<file path="src/rtl/cu_pkg.sv">
// rtl/cu_pkg.sv - shared opcode, ALU code and control-bundle definitions
// Used by control_unit, cu_decode, the ALU and the datapath.
package cu_pkg;

    localparam int OPC_W   = 4;
    localparam int ALUOP_W = 3;

    localparam logic [OPC_W-1:0] OP_NOP   = 4'b0000;
    localparam logic [OPC_W-1:0] OP_ADD   = 4'b0001;
    localparam logic [OPC_W-1:0] OP_SUB   = 4'b0010;
    localparam logic [OPC_W-1:0] OP_AND   = 4'b0011;
    localparam logic [OPC_W-1:0] OP_OR    = 4'b0100;
    localparam logic [OPC_W-1:0] OP_XOR   = 4'b0101;
    localparam logic [OPC_W-1:0] OP_SLT   = 4'b0110;
    localparam logic [OPC_W-1:0] OP_LOAD  = 4'b0111;
    localparam logic [OPC_W-1:0] OP_STORE = 4'b1000;
    localparam logic [OPC_W-1:0] OP_ADDI  = 4'b1001;

    // 110 and 111 are reserved and never produced by the decoder.
    localparam logic [ALUOP_W-1:0] ALU_ADD = 3'b000;
    localparam logic [ALUOP_W-1:0] ALU_SUB = 3'b001;
    localparam logic [ALUOP_W-1:0] ALU_AND = 3'b010;
    localparam logic [ALUOP_W-1:0] ALU_OR  = 3'b011;
    localparam logic [ALUOP_W-1:0] ALU_XOR = 3'b100;
    localparam logic [ALUOP_W-1:0] ALU_SLT = 3'b101;

    typedef struct packed {
        logic               reg_write;
        logic               alu_src;
        logic               mem_read;
        logic               mem_write;
        logic               mem_to_reg;
        logic [ALUOP_W-1:0] alu_opn;
    } ctrl_t;

    localparam ctrl_t CTRL_NOP = '0;

endpackage

</file>
<file path="src/rtl/cu_decode.sv">
// rtl/cu_decode.sv - combinational opcode to control-bundle decoder
// Ports:
//   opcode - instruction opcode
//   ctrl   - decoded control bundle (undefined opcodes decode to NOP)
module cu_decode
    import cu_pkg::*;
(
    input  logic [OPC_W-1:0] opcode,
    output ctrl_t            ctrl
);

    always_comb begin
        ctrl = CTRL_NOP;
        case (opcode)
            OP_ADD: begin
                ctrl.reg_write = 1'b1;
                ctrl.alu_opn   = ALU_ADD;
            end
            OP_SUB: begin
                ctrl.reg_write = 1'b1;
                ctrl.alu_opn   = ALU_SUB;
            end
            OP_AND: begin
                ctrl.reg_write = 1'b1;
                ctrl.alu_opn   = ALU_AND;
            end
            OP_OR: begin
                ctrl.reg_write = 1'b1;
                ctrl.alu_opn   = ALU_OR;
            end
            OP_XOR: begin
                ctrl.reg_write = 1'b1;
                ctrl.alu_opn   = ALU_XOR;
            end
            OP_SLT: begin
                ctrl.reg_write = 1'b1;
                ctrl.alu_opn   = ALU_SLT;
            end
            OP_LOAD: begin
                // Address is rs + imm, so the ALU adds with the immediate operand.
                ctrl.reg_write  = 1'b1;
                ctrl.alu_src    = 1'b1;
                ctrl.mem_read   = 1'b1;
                ctrl.mem_to_reg = 1'b1;
                ctrl.alu_opn    = ALU_ADD;
            end
            OP_STORE: begin
                ctrl.alu_src   = 1'b1;
                ctrl.mem_write = 1'b1;
                ctrl.alu_opn   = ALU_ADD;
            end
            OP_ADDI: begin
                ctrl.reg_write = 1'b1;
                ctrl.alu_src   = 1'b1;
                ctrl.alu_opn   = ALU_ADD;
            end
            default: ctrl = CTRL_NOP;
        endcase
    end

endmodule

</file>
<file path="src/rtl/control_unit.sv">
// rtl/control_unit.sv - registered main decoder for the 4-bit-opcode datapath
// Ports:
//   clk, rst   - clock and synchronous active-high reset (reset gives NOP controls)
//   opcode     - instruction opcode, sampled on each rising edge
//   reg_write, alu_src, mem_read, mem_write, mem_to_reg, alu_opn
//              - registered controls, valid one cycle after opcode is sampled
module control_unit
    import cu_pkg::*;
(
    input  logic               clk,
    input  logic               rst,
    input  logic [OPC_W-1:0]   opcode,
    output logic               reg_write,
    output logic               alu_src,
    output logic               mem_read,
    output logic               mem_write,
    output logic               mem_to_reg,
    output logic [ALUOP_W-1:0] alu_opn
);

    ctrl_t ctrl_d;
    ctrl_t ctrl_q;

    cu_decode u_decode (
        .opcode (opcode),
        .ctrl   (ctrl_d)
    );

    always_ff @(posedge clk) begin
        if (rst) begin
            ctrl_q <= CTRL_NOP;
        end else begin
            ctrl_q <= ctrl_d;
        end
    end

    assign reg_write  = ctrl_q.reg_write;
    assign alu_src    = ctrl_q.alu_src;
    assign mem_read   = ctrl_q.mem_read;
    assign mem_write  = ctrl_q.mem_write;
    assign mem_to_reg = ctrl_q.mem_to_reg;
    assign alu_opn    = ctrl_q.alu_opn;

endmodule

</file>
<file path="config.mk">
export PLATFORM = sky130hd
export DESIGN_NAME = control_unit
export DESIGN_NICKNAME = d
export VERILOG_FILES = /design/src/rtl/cu_pkg.sv /design/src/rtl/cu_decode.sv /design/src/rtl/control_unit.sv
export SDC_FILE = /design/constraint.sdc
export NUM_CORES = 1
export LEC_CHECK = 0
export ABC_AREA = 1
export CORE_AREA = 4 4 41 43
export DETAILED_ROUTE_END_ITERATION = 16
export DIE_AREA = 0 0 45 47
export GPL_TIMING_DRIVEN = 0
export HOLD_SLACK_MARGIN = 0.06
export SLEW_MARGIN = 20
export SYNTH_ARGS = -nofsm -noshare
export SYNTH_HDL_FRONTEND = slang
export SYNTH_SLANG_ARGS = --single-unit
export TNS_END_PERCENT = 1
</file>
<file path="constraint.sdc">
create_clock -name clk -period 0.8 [get_ports clk]
set_input_delay 0.08 -clock clk [delete_from_list [all_inputs] [get_ports clk]]
set_output_delay 0.08 -clock clk [all_outputs]
set_load 0.02 [all_outputs]
</file>
# After elaboration in Yosys (flattened, before gate mapping)
# Index checks and enable logic that the tools add are counted.
[classes] eq_ne=9 mux=5 reduce_logical=2
[op_table] op="4-bit by 3-bit == test with 1-bit output, second input constant" n=4
[op_table] op="3-bit case mux with 5 select lines" n=1
[op_table] op="4-bit by 2-bit == test with 1-bit output, second input constant" n=2
[op_table] op="4-bit == test, second input constant" n=2
[op_table] op="8-bit OR reduction" n=1
[op_table] op="4-bit by 1-bit == test with 1-bit output, second input constant" n=1
[op_table] op="1-bit 2-to-1 mux" n=4
[op_table] op="3-bit OR reduction" n=1
[totals] reg_bits=7 inputBits=6 out_inout_bits=8 word_cells=21

# Longest topological paths before layout
[depth] word_depth=3 depth_mapped=4 mapped_depth_nobuf=4

# Cells and area by module
# From an unflattened synthesis, not the netlist that was laid out.
[unflattened] hier_cells=51 hier_area_um2=346.6
[by_module_without_submodules] mod="control_unit" instances=1 cells_per_inst=25 area_per_inst_um2=231.5 seq_area_each_um2=160.2
[by_module_without_submodules] mod="cu_decode" instances=1 cells_per_inst=26 area_per_inst_um2=115.1 seq_area_each_um2=0.0

# Worst setup path before layout
# No wires, ideal clock.
[synth_path] path_kind="register to output" start="register ctrl_q, in the netlist mem_to_reg" end="output port mem_to_reg" arrival_time_ns=0.595 required_time_ns=0.720 setup_slack_ns=0.125 path_stages_with_launch=2 n_path_buf=1 path_cell_list="dfxtp_1 buf_4"
[synth_rtl] element="from (decl)" line_no="control_unit.sv:22" rtl="ctrl_t ctrl_q;"
[synth_rtl] element="from (signal assigned)" line_no="control_unit.sv:33" rtl="ctrl_q <= ctrl_d;"
[synth_rtl] element="to (decl)" line_no="control_unit.sv:17" rtl="output logic mem_to_reg,"
# No word-level cell between the ends.

# Worst setup path in the final report
[layout_path] start="register ctrl_q, in the netlist mem_to_reg" end="output port mem_to_reg"
# No word-level cell between the ends.

==> flow_metrics.tcl <==
set metrics [dict create \
    hp-class "in2reg" \
    drt_first_pass_iters 1 \
    final_nets 57 \
    gp_congestion 0.775 \
    design.die.area_mm2 0.00212 \
    num_io_pins 14 \
    multiInputGateArea_um2 109 \
    worst_pin_slew_ns 0.241 \
    avgRoutedWirePerCell_um 7.85 \
    rsz0062_at_grt "yes" \
    largest_reg_flops 3 \
    grt_pass1_vias 202 \
    required_ns 0.72 \
    hpwlAfterDp_um 412 \
    antenna_found_initial 0 \
    yosys.area_share.xor_xnor_pct 0 \
    grt_max_degree 6 \
    path_max_fanout 2 \
    path_clk_slew_ns 0.05 \
    syn_nets 39 \
    fin_area_um2 450 \
    numCtsBuffers 3 \
    min_from "rst" \
    numPortBuffers 13 \
    end_kind "output port" \
    placed_area_um2 414 \
    power_switching_uw 190 \
    num_rows 13 \
    layout_min_cycle_time_ns 0.865 \
    cts_tree "done" \
    utilization_pct 34.6 \
    peakVddDrop_mv 0.560 \
    synthMuxAreaShare_pct 0 \
    status "complete, but fails checks" \
    finalCritPeriodShare_pct 108 \
    fill_cells 144 \
    gr-usage-all-layers_pct 5.54 \
    htreeDepth 1 \
    hold_depth 2 \
    viasPerCell 3.89 \
    powerDensity_mw_per_mm2 1770 \
    synth.distinct_cells 14 \
    synthTopCellsByCount "nor2_1 (8), dfxtp_1 (7), nand2_1 (7)" \
    cts_hold_buf 0 \
    synth_seq_cells 7 \
    synth_compound_area_share_pct 7.08 \
    cp-start-kind "register" \
    synth.avg_cell_area_um2 8.04 \
    die_w_um 45 \
    ys_seq_area_share_pct 52.8 \
    seqCellArea_um2 143 \
    max_freq_mhz 1160 \
    clockPowerShare_pct 39.7 \
    synthSimpleGateAreaFrac_pct 33.0 \
    p_int_uw 606 \
    swShare_pct 23.9 \
    synth-edff-count 0 \
    synth_fa_ha_area_share_pct 0 \
    fp.dieH_um 47 \
    synthArstFlopShare_pct 0 \
    ys.warnings.count 0 \
    grt-ovfl-total 0 \
    drc 0 \
    vias 253 \
    combPwrFrac_pct 14.2 \
    synth_top_area_share_pct 52.8 \
    synth_area_leaders "dfxtp_1 (53%), nor2_1 (11%), nand2_1 (9.9%), nor2_4 (4.2%), nor3_2 (3.8%)" \
    wirelength_um 510 \
    drive_gt1_share_pct 38.0 \
    synthMostInstantiatedCell "nor2_1" \
    slew_headroom_pct 83.9 \
    maxSlewViolCount 0 \
    max_cap_viol_count 0 \
    leakage_nw 0.244 \
    clock_sinks 7 \
    grt_pass1_wl_um 724 \
    setup_viol 2 \
    worstPathArrival_ns 0.79 \
    clockRootBuffer "clkbuf_4" \
    area_growth_pct 69.8 \
    synthFlopType "dfxtp_1" \
    syn-cell-area_um2 265 \
    start_util_pct 20.4 \
    synth_top_family_by_area "simple AND/OR/NAND/NOR gates" \
    violations "negative setup slack" \
    core_area_mm2 0.00130 \
    clk_path_buf_depth 2 \
    worstHoldEndpoint "mem_to_reg" \
    worstSetupPathType "reg2out" \
    postRouteAntennaNets 0 \
    seqPwrFrac_pct 46.1 \
    hold_violations 0 \
    antennaDiodeCount 0 \
    syn_inst 33 \
    fin_ws_ns -0.0654 \
    synth.largest_area_cell "dfxtp_1" \
    drtIter0Drc 0 \
]
## cell families after synthesis
kind of cell	count (synthesis)
buf+inv	4
compound gates	3
simple gates	19
flops	7
## cell type report
type / count / area share [%]
multi-input combinational: 22 / 24.2
sequential: 7 / 31.7
buffer: 1 / 2.50
clock buffer: 4 / 5.83
timing repair buffer: 13 / 29.2
tap: 15 / 4.17
inverter: 3 / 2.50
## worst max-delay path, cell delays in order, from the launching register on
cell and delay, ns:
dfxtp_2 0.32, buf_6 0.10, buf_6 0.12
## metal layers
metal / track usage (%) / vias up / part of all wire [%]
met1: 5.26 / 106 / 40
li1: - / 135 / -
met4: 12.3 / 0 / 4.1
met3: 0 / 2 / 11
met5: 0 / - / 0
met2: 7.34 / 10 / 45
## power by group through the flow
stage / Combinational (mW) / Clock [mW] / Sequential (mW)
after floorplan: 0.0343 / 0 / 0.388
after global placement: 0.116 / 0 / 0.372
after detailed placement: 0.118 / 0 / 0.372
after CTS: 0.107 / 0.326 / 0.364
after global routing: 0.123 / 0.340 / 0.368
final: 0.113 / 0.316 / 0.367
## layout by cell type, fill, tap and decap left out
cell type       n
nor2_4          1
dlymetal6s2s_1  5
dfxtp_1         5
o21ai_2         1
inv_1           1
nor3_2          1
buf_4           4
clkinv_1        1
nand2_2         1
clkbuf_1        1
a21oi_1         1
dfxtp_2         2
clkbuf_4        3
buf_6           4
inv_2           1
nand2_1         6
nor3_1          1
nand3_1         1
buf_2           1
o21ai_0         1
nor2_1          8
## worst max path at each step
| stage | startpoint | to | slack (ns) |
|---|---|---|---|
| global route | mem_to_reg | mem_to_reg | -0.09 |
| CTS | mem_to_reg | mem_to_reg | -0.07 |
| finish | mem_to_reg | mem_to_reg | -0.07 |
| global placement | mem_to_reg | mem_to_reg | -0.27 |
| floorplan | mem_to_reg | mem_to_reg | 0.13 |
| detailed placement | mem_to_reg | mem_to_reg | -0.28 |
## what timing repair did
item,4_1_cts,5_1_grt
resized for setup,36,15
setup endpoints to repair,8,13
buffers inserted,0,0
## stage by stage
step	worst slack, ns	total power, mW	std cells	hold slack (ns)	TNS [ns]
after CTS	-0.0748	0.798	65	0.467	-0.0996
final	-0.0654	0.796	65	0.0974	-0.0771
after detailed placement	-0.281	0.489	61	0.721	-3.00
after floorplan	0.125	0.422	33	0.149	0
after global routing	-0.0881	0.831	65	0.0918	-0.125
after global placement	-0.272	0.488	61	0.720	-2.92
Note: power is estimated with default switching activity, not from simulation.
